`src/rtl/ks_adder_pkg.sv`:
```
// Shared types and helpers for the pipelined Kogge-Stone adder: prefix-cell
// operators plus the constant functions used to size the pipeline.
package ks_adder_pkg;

  typedef struct packed {
    logic p;
    logic g;
  } pg_t;

  function automatic int clog2(input int n);
    int r;
    int v;
    r = 0;
    v = 1;
    while (v < n) begin
      v = v * 2;
      r++;
    end
    return r;
  endfunction

  function automatic int popcount(input logic [31:0] mask, input int n);
    int c;
    c = 0;
    for (int i = 0; i < n && i < 32; i++) begin
      if (mask[i]) c++;
    end
    return c;
  endfunction

  function automatic pg_t black(input pg_t hi, input pg_t lo);
    pg_t r;
    r.g = hi.g | (hi.p & lo.g);
    r.p = hi.p & lo.p;
    return r;
  endfunction

  // The low span already reaches the carry-in, whose propagate is 0,
  // so the combined propagate is known to be 0.
  function automatic pg_t grey(input pg_t hi, input pg_t lo);
    pg_t r;
    r.g = hi.g | (hi.p & lo.g);
    r.p = 1'b0;
    return r;
  endfunction

endpackage

```
`src/rtl/ks_prefix_level.sv`:
```
// One Kogge-Stone prefix level at a fixed distance, optionally followed by a
// pipeline register with its own valid bit and stall handling.
module ks_prefix_level
  import ks_adder_pkg::*;
#(
  parameter int WIDTH  = 32,
  parameter int DIST   = 1,
  parameter bit REG    = 1'b0,
  parameter int SIDE_W = 1
) (
  input  logic                clk,
  input  logic                rst,
  input  logic                up_valid,
  output logic                up_ready,
  input  pg_t  [WIDTH-1:0]    up_pg,
  input  logic [SIDE_W-1:0]   up_side,
  output logic                dn_valid,
  input  logic                dn_ready,
  output pg_t  [WIDTH-1:0]    dn_pg,
  output logic [SIDE_W-1:0]   dn_side
);

  pg_t [WIDTH-1:0]  nxt;
  logic             v;
  pg_t [WIDTH-1:0]  pg_q;
  logic [SIDE_W-1:0] side_q;

  // Positions below DIST are already complete and pass through unchanged.
  always_comb begin
    nxt = up_pg;
    for (int i = DIST; i < WIDTH; i++) begin
      if (i < 2 * DIST) nxt[i] = grey(up_pg[i], up_pg[i-DIST]);
      else              nxt[i] = black(up_pg[i], up_pg[i-DIST]);
    end
  end

  // Without REG the level is pure combinational and the register stays idle.
  always_ff @(posedge clk) begin
    if (rst || !REG) v <= 1'b0;
    else if (up_ready) v <= up_valid;
  end

  always_ff @(posedge clk) begin
    if (REG && up_valid && up_ready) begin
      pg_q   <= nxt;
      side_q <= up_side;
    end
  end

  assign up_ready = REG ? (!v || dn_ready) : dn_ready;
  assign dn_valid = REG ? v : up_valid;
  assign dn_pg    = REG ? pg_q : nxt;
  assign dn_side  = REG ? side_q : up_side;

endmodule

```
`src/rtl/ks_adder_pipe.sv`:
```
// Pipelined Kogge-Stone adder/subtractor: input register, LEVELS prefix levels
// with optional registers between them, and a registered sum/carry/overflow.
module ks_adder_pipe
  import ks_adder_pkg::*;
#(
  parameter int          WIDTH    = 32,
  parameter logic [31:0] REG_MASK = '0
) (
  input  logic             clk,
  input  logic             rst,
  input  logic             in_valid,
  output logic             in_ready,
  input  logic [WIDTH-1:0] in_a,
  input  logic [WIDTH-1:0] in_b,
  input  logic             in_cin,
  input  logic             in_sub,
  output logic             out_valid,
  input  logic             out_ready,
  output logic [WIDTH-1:0] out_sum,
  output logic             out_cout,
  output logic             out_ovf
);

  localparam int LEVELS = clog2(WIDTH);
  // Side data per beat: raw propagate bits, then MSBs of A and effective B.
  localparam int SIDE_W = WIDTH + 2;

  // Handshake: a beat moves between stages on a cycle where the sender holds
  // valid and the receiver is ready; a stage is ready when empty or when its
  // own content leaves in the same cycle. Stalled stages hold everything.

  logic [WIDTH-1:0]  b_eff;
  pg_t [WIDTH-1:0]   pre_pg;
  logic [SIDE_W-1:0] pre_side;

  // Prefix position 0 is the carry-in (bit -1); position i covers bit i-1.
  always_comb begin
    b_eff = in_sub ? ~in_b : in_b;
    pre_pg = '0;
    pre_pg[0].g = in_sub | in_cin;
    for (int i = 1; i < WIDTH; i++) begin
      pre_pg[i].p = in_a[i-1] ^ b_eff[i-1];
      pre_pg[i].g = in_a[i-1] & b_eff[i-1];
    end
  end

  assign pre_side = {in_a ^ b_eff, in_a[WIDTH-1], b_eff[WIDTH-1]};

  logic              lv_valid [LEVELS+1];
  logic              lv_ready [LEVELS+1];
  pg_t [WIDTH-1:0]   lv_pg    [LEVELS+1];
  logic [SIDE_W-1:0] lv_side  [LEVELS+1];

  logic s0_v;

  assign in_ready = !rst && (!s0_v || lv_ready[0]);

  always_ff @(posedge clk) begin
    if (rst) s0_v <= 1'b0;
    else if (!s0_v || lv_ready[0]) s0_v <= in_valid;
  end

  always_ff @(posedge clk) begin
    if (in_valid && in_ready) begin
      lv_pg[0]   <= pre_pg;
      lv_side[0] <= pre_side;
    end
  end

  assign lv_valid[0] = s0_v;

  for (genvar k = 1; k <= LEVELS; k++) begin : g_lvl
    ks_prefix_level #(
      .WIDTH  (WIDTH),
      .DIST   (1 << (k - 1)),
      .REG    (REG_MASK[k-1]),
      .SIDE_W (SIDE_W)
    ) u_level (
      .clk      (clk),
      .rst      (rst),
      .up_valid (lv_valid[k-1]),
      .up_ready (lv_ready[k-1]),
      .up_pg    (lv_pg[k-1]),
      .up_side  (lv_side[k-1]),
      .dn_valid (lv_valid[k]),
      .dn_ready (lv_ready[k]),
      .dn_pg    (lv_pg[k]),
      .dn_side  (lv_side[k])
    );
  end

  logic [WIDTH-1:0] fin_p;
  logic             fin_a_msb;
  logic             fin_b_msb;
  logic [WIDTH-1:0] sum_c;
  logic             cout_c;
  logic             ovf_c;

  // Final G at position i is the carry into bit i; the top bit's own
  // generate/propagate folds in once more to give the carry-out.
  always_comb begin
    fin_p     = lv_side[LEVELS][SIDE_W-1:2];
    fin_a_msb = lv_side[LEVELS][1];
    fin_b_msb = lv_side[LEVELS][0];
    for (int i = 0; i < WIDTH; i++) begin
      sum_c[i] = fin_p[i] ^ lv_pg[LEVELS][i].g;
    end
    cout_c = (fin_a_msb & fin_b_msb) | (fin_p[WIDTH-1] & lv_pg[LEVELS][WIDTH-1].g);
    ovf_c  = (fin_a_msb == fin_b_msb) && (sum_c[WIDTH-1] != fin_a_msb);
  end

  assign lv_ready[LEVELS] = !out_valid || out_ready;

  always_ff @(posedge clk) begin
    if (rst) begin
      out_valid <= 1'b0;
      out_sum   <= '0;
      out_cout  <= 1'b0;
      out_ovf   <= 1'b0;
    end else begin
      if (lv_ready[LEVELS]) out_valid <= lv_valid[LEVELS];
      if (lv_valid[LEVELS] && lv_ready[LEVELS]) begin
        out_sum  <= sum_c;
        out_cout <= cout_c;
        out_ovf  <= ovf_c;
      end
    end
  end

endmodule

```
`config.mk`:
```
export PLATFORM = sky130hd
export DESIGN_NAME = ks_adder_pipe
export DESIGN_NICKNAME = d
export VERILOG_FILES = /design/src/rtl/ks_adder_pkg.sv /design/src/rtl/ks_prefix_level.sv /design/src/rtl/ks_adder_pipe.sv
export SDC_FILE = /design/constraint.sdc
export NUM_CORES = 1
export LEC_CHECK = 0
export BUFFER_PORTS_ARGS = -buffer_cell sky130_fd_sc_hd__buf_4
export CELL_PAD_IN_SITES_DETAIL_PLACEMENT = 0
export CELL_PAD_IN_SITES_GLOBAL_PLACEMENT = 2
export CORE_ASPECT_RATIO = 2
export CORE_MARGIN = 2
export CORE_UTILIZATION = 38
export CTS_CLUSTER_SIZE = 8
export DETAILED_ROUTE_END_ITERATION = 10
export HOLD_SLACK_MARGIN = 0.05
export PLACE_DENSITY = 0.95
export SYNTH_ARGS = -nofsm -noshare
export SYNTH_HDL_FRONTEND = slang
export SYNTH_SLANG_ARGS = --single-unit
```
`constraint.sdc`:
```
create_clock -name clk -period 4.6 [get_ports clk]
set_clock_uncertainty 0.15 [all_clocks]
set_input_delay 0.92 -clock clk [delete_from_list [all_inputs] [get_ports clk]]
set_output_delay 0.92 -clock clk [all_outputs]
set_load 0.02 [all_outputs]
```
# After elaboration in Yosys (flattened, before gate mapping)
# Index checks and enable logic that the tools add are counted.
# classes
n_eq_ne	2
n_mux	1
n_bitwise	456
reduce_logical	9
# op_table
operator	n
$and A1 B1 Y1	260
$or A1 B1 Y1	131
$xor A1 B1 Y1	63
$mux W32	1
$not A32 Y32	1
$xor A32 B32 Y32	1
$logic_and A1 B1 Y1	4
$logic_not A1 Y1	3
$logic_or A1 B1 Y1	2
$eq A1 B1 Y1	1
$ne A1 B1 Y1	1
# word_totals
register_bits	133
input_bits	70
output_inout_bits	36
word_cells	537

# Depth between registers and ports, before layout
# depth
ltp_word	13
ltp_mapped	13
mapped_depth_nobuf	13

# Cells and area by module
# A second synthesis with hierarchy kept.
# hier_totals
hier_cells	806
hier_area_um2	7933.9
# modules_own_cells
module	n_inst	cells_each	area_per_inst_um2	seq_area_each_um2
ks_adder_pipe	1	301	4269.1	2702.6
ks_prefix_level (g_lvl[5].u_level)	1	101	754.5	0.0
ks_prefix_level (g_lvl[4].u_level)	1	101	742.0	0.0
ks_prefix_level (g_lvl[3].u_level)	1	101	726.9	0.0
ks_prefix_level (g_lvl[2].u_level)	1	101	723.2	0.0
ks_prefix_level (g_lvl[1].u_level)	1	101	718.2	0.0

# Least setup slack after synthesis
# OpenSTA, ideal clock, no wires.
# synth_path
path_kind	in2reg
startpoint	input rst
endpoint	register lv_pg[320] (netlist name)
setup_time_ns	0.431
t_arrival_ns	3.100
required_ns	4.019
setup_slack_ns	0.919
stages	3
path_buffers	1
path_cell_list	clkbuf_1 a21oi_1 and2_1
# synth_between
elab_chain_len	3
# synth_rtl
element	line	source
start: declaration	ks_adder_pipe.sv:10	input logic rst,
$logic_not A1 Y1	ks_adder_pipe.sv:56	assign in_ready = !rst && (!s0_v || lv_ready[0]);
$logic_and A1 B1 Y1	ks_adder_pipe.sv:56	
named net in_ready	ks_adder_pipe.sv:12	output logic in_ready,
$logic_and A1 B1 Y1	ks_adder_pipe.sv:64	if (in_valid && in_ready) begin
# The timed path passes the listed nets, and every way through them passes these cells.
# A chain may end at the register's enable or synchronous reset.

==> flow_summary.yaml <==
route:
  wl_um: 12040
  routed_via_density: 5.155
  ant_nets: 0
  via_count: 4119
  drt_iter0_drc: 223
  routedWlPerCell_um: 15.07
  drc: 0
  first_pass_iters: 4
global_routing:
  track_usage_pct: 16.75
  grt_pass1_wl_um: 19360
  grt_pass1_vias: 4092
  antenna_found_initial: 0
  grt_max_degree: 38
  grt_overflow: 0
yosys:
  synthXorXnorAreaFrac_pct: 8.865
  synthArstFlopShare_pct: 0
  synth_area_um2: 5335
  ys.flop_type: "edfxtp_1"
  synth-seq-cells: 102
  syn_avg_cell_area_um2: 10.54
  synth_top_family_by_area: "compound AO/OA/AOI/OAI gates"
  synth-seq-area-share_pct: 50.66
  synth-edff-count: 66
  synth-simple-area-share_pct: 12.76
  synth.area.mux_share_pct: 0.3752
  synth.distinct_cells: 52
  synth_compound_area_share_pct: 17.78
  synth_fa_ha_area_share_pct: 7.974
  syn-num-nets: 610
  yosysWarnings: 0
  syn_inst: 506
clocking:
  clk_latency_ns: 0.35
  htree_levels: 3
  cts_tree: "yes"
  cts_buffers: 9
  cts_root_buffer: "clkbuf_16"
  cts_buffer_depth: 2
  path_clk_slew_ns: 0.07
  postCtsSetupBuffers: 0
  cts_sinks: 102
  ctsResizeCount: 0
  hold_buffers: 0
sta:
  fin_crit_ns: 3.329
  fin_ws_ns: 1.271
  finalMaxSlewViolations: 0
  slew_headroom_pct: 32.17
  fmax_ghz: 0.3004
  rsz0062_at_grt: "false"
  setup_viol: 0
  fin_crit_sh_pct: 72.37
  hold_violations: 0
  fin_setup_tns_ns: 0
  tightest_slew_ns: 1.014
setup_path:
  reg2reg_setup_slack_ns: 1.27
  worst_path_max_delay_cell: "o41ai_1"
  r2r_cells: 12
  crit_path_start: "lv_side[180]"
  crit_family: "compound AO/OA/AOI/OAI gates"
  cp_max_fo: 8
  start_kind: "flip-flop"
  path_buf_inv: 0
  path_depth: 12
  arrival_ns: 3.41
  worstPathRequired_ns: 4.68
  endpoint_kind: "flip-flop"
  r2r-end: "out_ovf"
  crit_end: "out_ovf"
  critPathMaxStageDelay_ns: 0.53
  crit_chain: "a21oi_1, nor2_1, o41ai_1, o211ai_1, o22ai_1, o21a_1, o21ai_0, ha_1, xnor2_1, nor3_1, a21oi_1, nor2_1"
  reg2reg_from: "lv_side[180]"
  critPathKind: "reg -> reg"
pwr:
  p_clk_share_pct: 33.2
  switching_share_pct: 26.18
  p_leak_nw: 2.677
  ir_drop_uv: 184.1
  switchingPower_w: 0.0005643
  pwr-share-comb_pct: 15.7
  intPower_w: 0.001591
  power.density_nw_per_um2: 327.4
  seqPwrFrac_pct: 51.2
  power_w: 0.002155
place:
  post-place-ws_ns: 1.313
  dp_cells: 783
  io_buffers: 105
  dpl.hpwl_um: 9401
  place_congestion: 0.8624
final_layout:
  diodes: 0
  final_cells: 799
  fin_util_pct: 47.66
  nets: 709
  n_fill_cell: 1329
  synthToLayoutAreaGrowth_pct: 23.41
  drive_gt1_share_pct: 22.62
run:
  maxCapViolCount: 0
floorplanning:
  initial_core_util_pct: 38.62
  fp.coreArea_um2: 13810
  row_count: 61
  die_h_um: 171.6
  ios: 106
  die_area_um2: 15060
  die_w_um: 87.79
run_status:
  status: "completed"
hold_path:
  min_path_type: "reg -> reg"
==> cells in the mapped netlist (4+ instances only) <==
cell type | n | area share [%]
o211ai_1 | 7 | 0.98
clkbuf_1 | 14 | 0.98
a21o_1 | 15 | 2.1
or3_1 | 4 | 0.47
a21oi_1 | 58 | 5.4
o21a_1 | 7 | 0.98
and2_1 | 5 | 0.59
a31oi_1 | 4 | 0.47
nand2_1 | 63 | 4.4
dfxtp_1 | 36 | 14
o21bai_1 | 6 | 0.84
xor2_1 | 45 | 7.4
o21ai_0 | 28 | 2.6
nor3_1 | 9 | 0.84
nor2_1 | 22 | 1.5
ha_1 | 34 | 8.0
nand4_1 | 7 | 0.82
nand3_1 | 5 | 0.47
xnor2_1 | 9 | 1.5
edfxtp_1 | 66 | 37
and3_1 | 6 | 0.70
==> final cells by class <==
type / count / area (µm²) / share of cell area [%]
flip-flops and latches: 102 / 2703 / 41.05
multi-input cells: 382 / 2549 / 38.71
repair buffers: 107 / 803.3 / 12.20
clock buffers: 10 / 239.0 / 3.630
well taps: 189 / 236.5 / 3.592
clock inverters: 6 / 42.54 / 0.6461
inverters: 3 / 11.26 / 0.1710
==> power by group through the flow <==
stage               registers [W]  clock network, W  logic, W
detailed placement        0.00112                 0  0.000342
global placement          0.00112                 0  0.000334
CTS                       0.00110          0.000734  0.000344
finish                    0.00110          0.000715  0.000338
global route              0.00111          0.000766  0.000381
floorplan                 0.00113                 0  0.000184
==> state kept, by name, summed over array words and instances, names as in the netlist <==
register and count:
out_sum 32, out_valid 1, lv_side 34, s0_v 1, out_cout 1, lv_pg 32, out_ovf 1
==> layout by cell type, fill, tap and decap left out, types with 4 or more instances in the layout <==
master and instances:
nand2_1 63, a31oi_1 4, xor2_1 45, o211ai_1 7, clkbuf_16 9, xnor2_1 9, dfxtp_1 36, inv_1 4
nor2_1 22, nand4_1 7, o21ai_0 28, a21oi_1 58, or3_1 4, a21o_1 15, nor3_1 9, and2_1 4
o21a_1 7, edfxtp_1 66, nand3_1 5, ha_1 34, and3_1 6, buf_4 107, o21bai_1 6
==> logic make-up (layout without fill, tap and decap cells) <==
group                    count (synthesis)  in the layout
adder cells (fa/ha/maj)                 34             34
buffers and inverters                   22            126
XOR/XNOR                                54             54
flip-flops                             102            102
AO/OA/AOI/OAI                          151            151
multiplexers                             2              2
AND/OR/NAND/NOR                        141            141
==> worst min-delay path, stage by stage, from the launching register on <==
cell	delay [ns]
dfxtp_1	0.31
nand2_1	0.05
a21oi_1	0.05
==> metal layers <==
metal / share of wire [%] / track usage, % / up-vias
met5: 0 / 0 / -
met3: 4.3 / 2.351 / 18
met2: 54 / 30.47 / 110
met4: 2.8 / 8.161 / 0
li1: - / - / 2058
met1: 38 / 18.55 / 1933
==> stage by stage <==
stage               area (µm²)  hold slack (ns)
floorplan                 5335           0.3461
global placement          6302           0.2929
detailed placement        6302           0.2973
CTS                       6584           0.3048
global route              6584           0.3277
finish                    6584           0.3040
==> how the worst min path moves through the flow <==
stage | slack, ns | to | cells past startpoint | startpoint
finish | 0.30 | out_sum[3] | 2 | out_sum[3]
CTS | 0.30 | out_sum[3] | 2 | out_sum[3]
global route | 0.33 | out_sum[3] | 2 | out_sum[3]
detailed placement | 0.30 | out_sum[3] | 2 | out_sum[3]
global placement | 0.29 | out_sum[1] | 2 | out_sum[1]
floorplan | 0.35 | out_valid | 2 | s0_v
(Power assumes the default switching activity.)
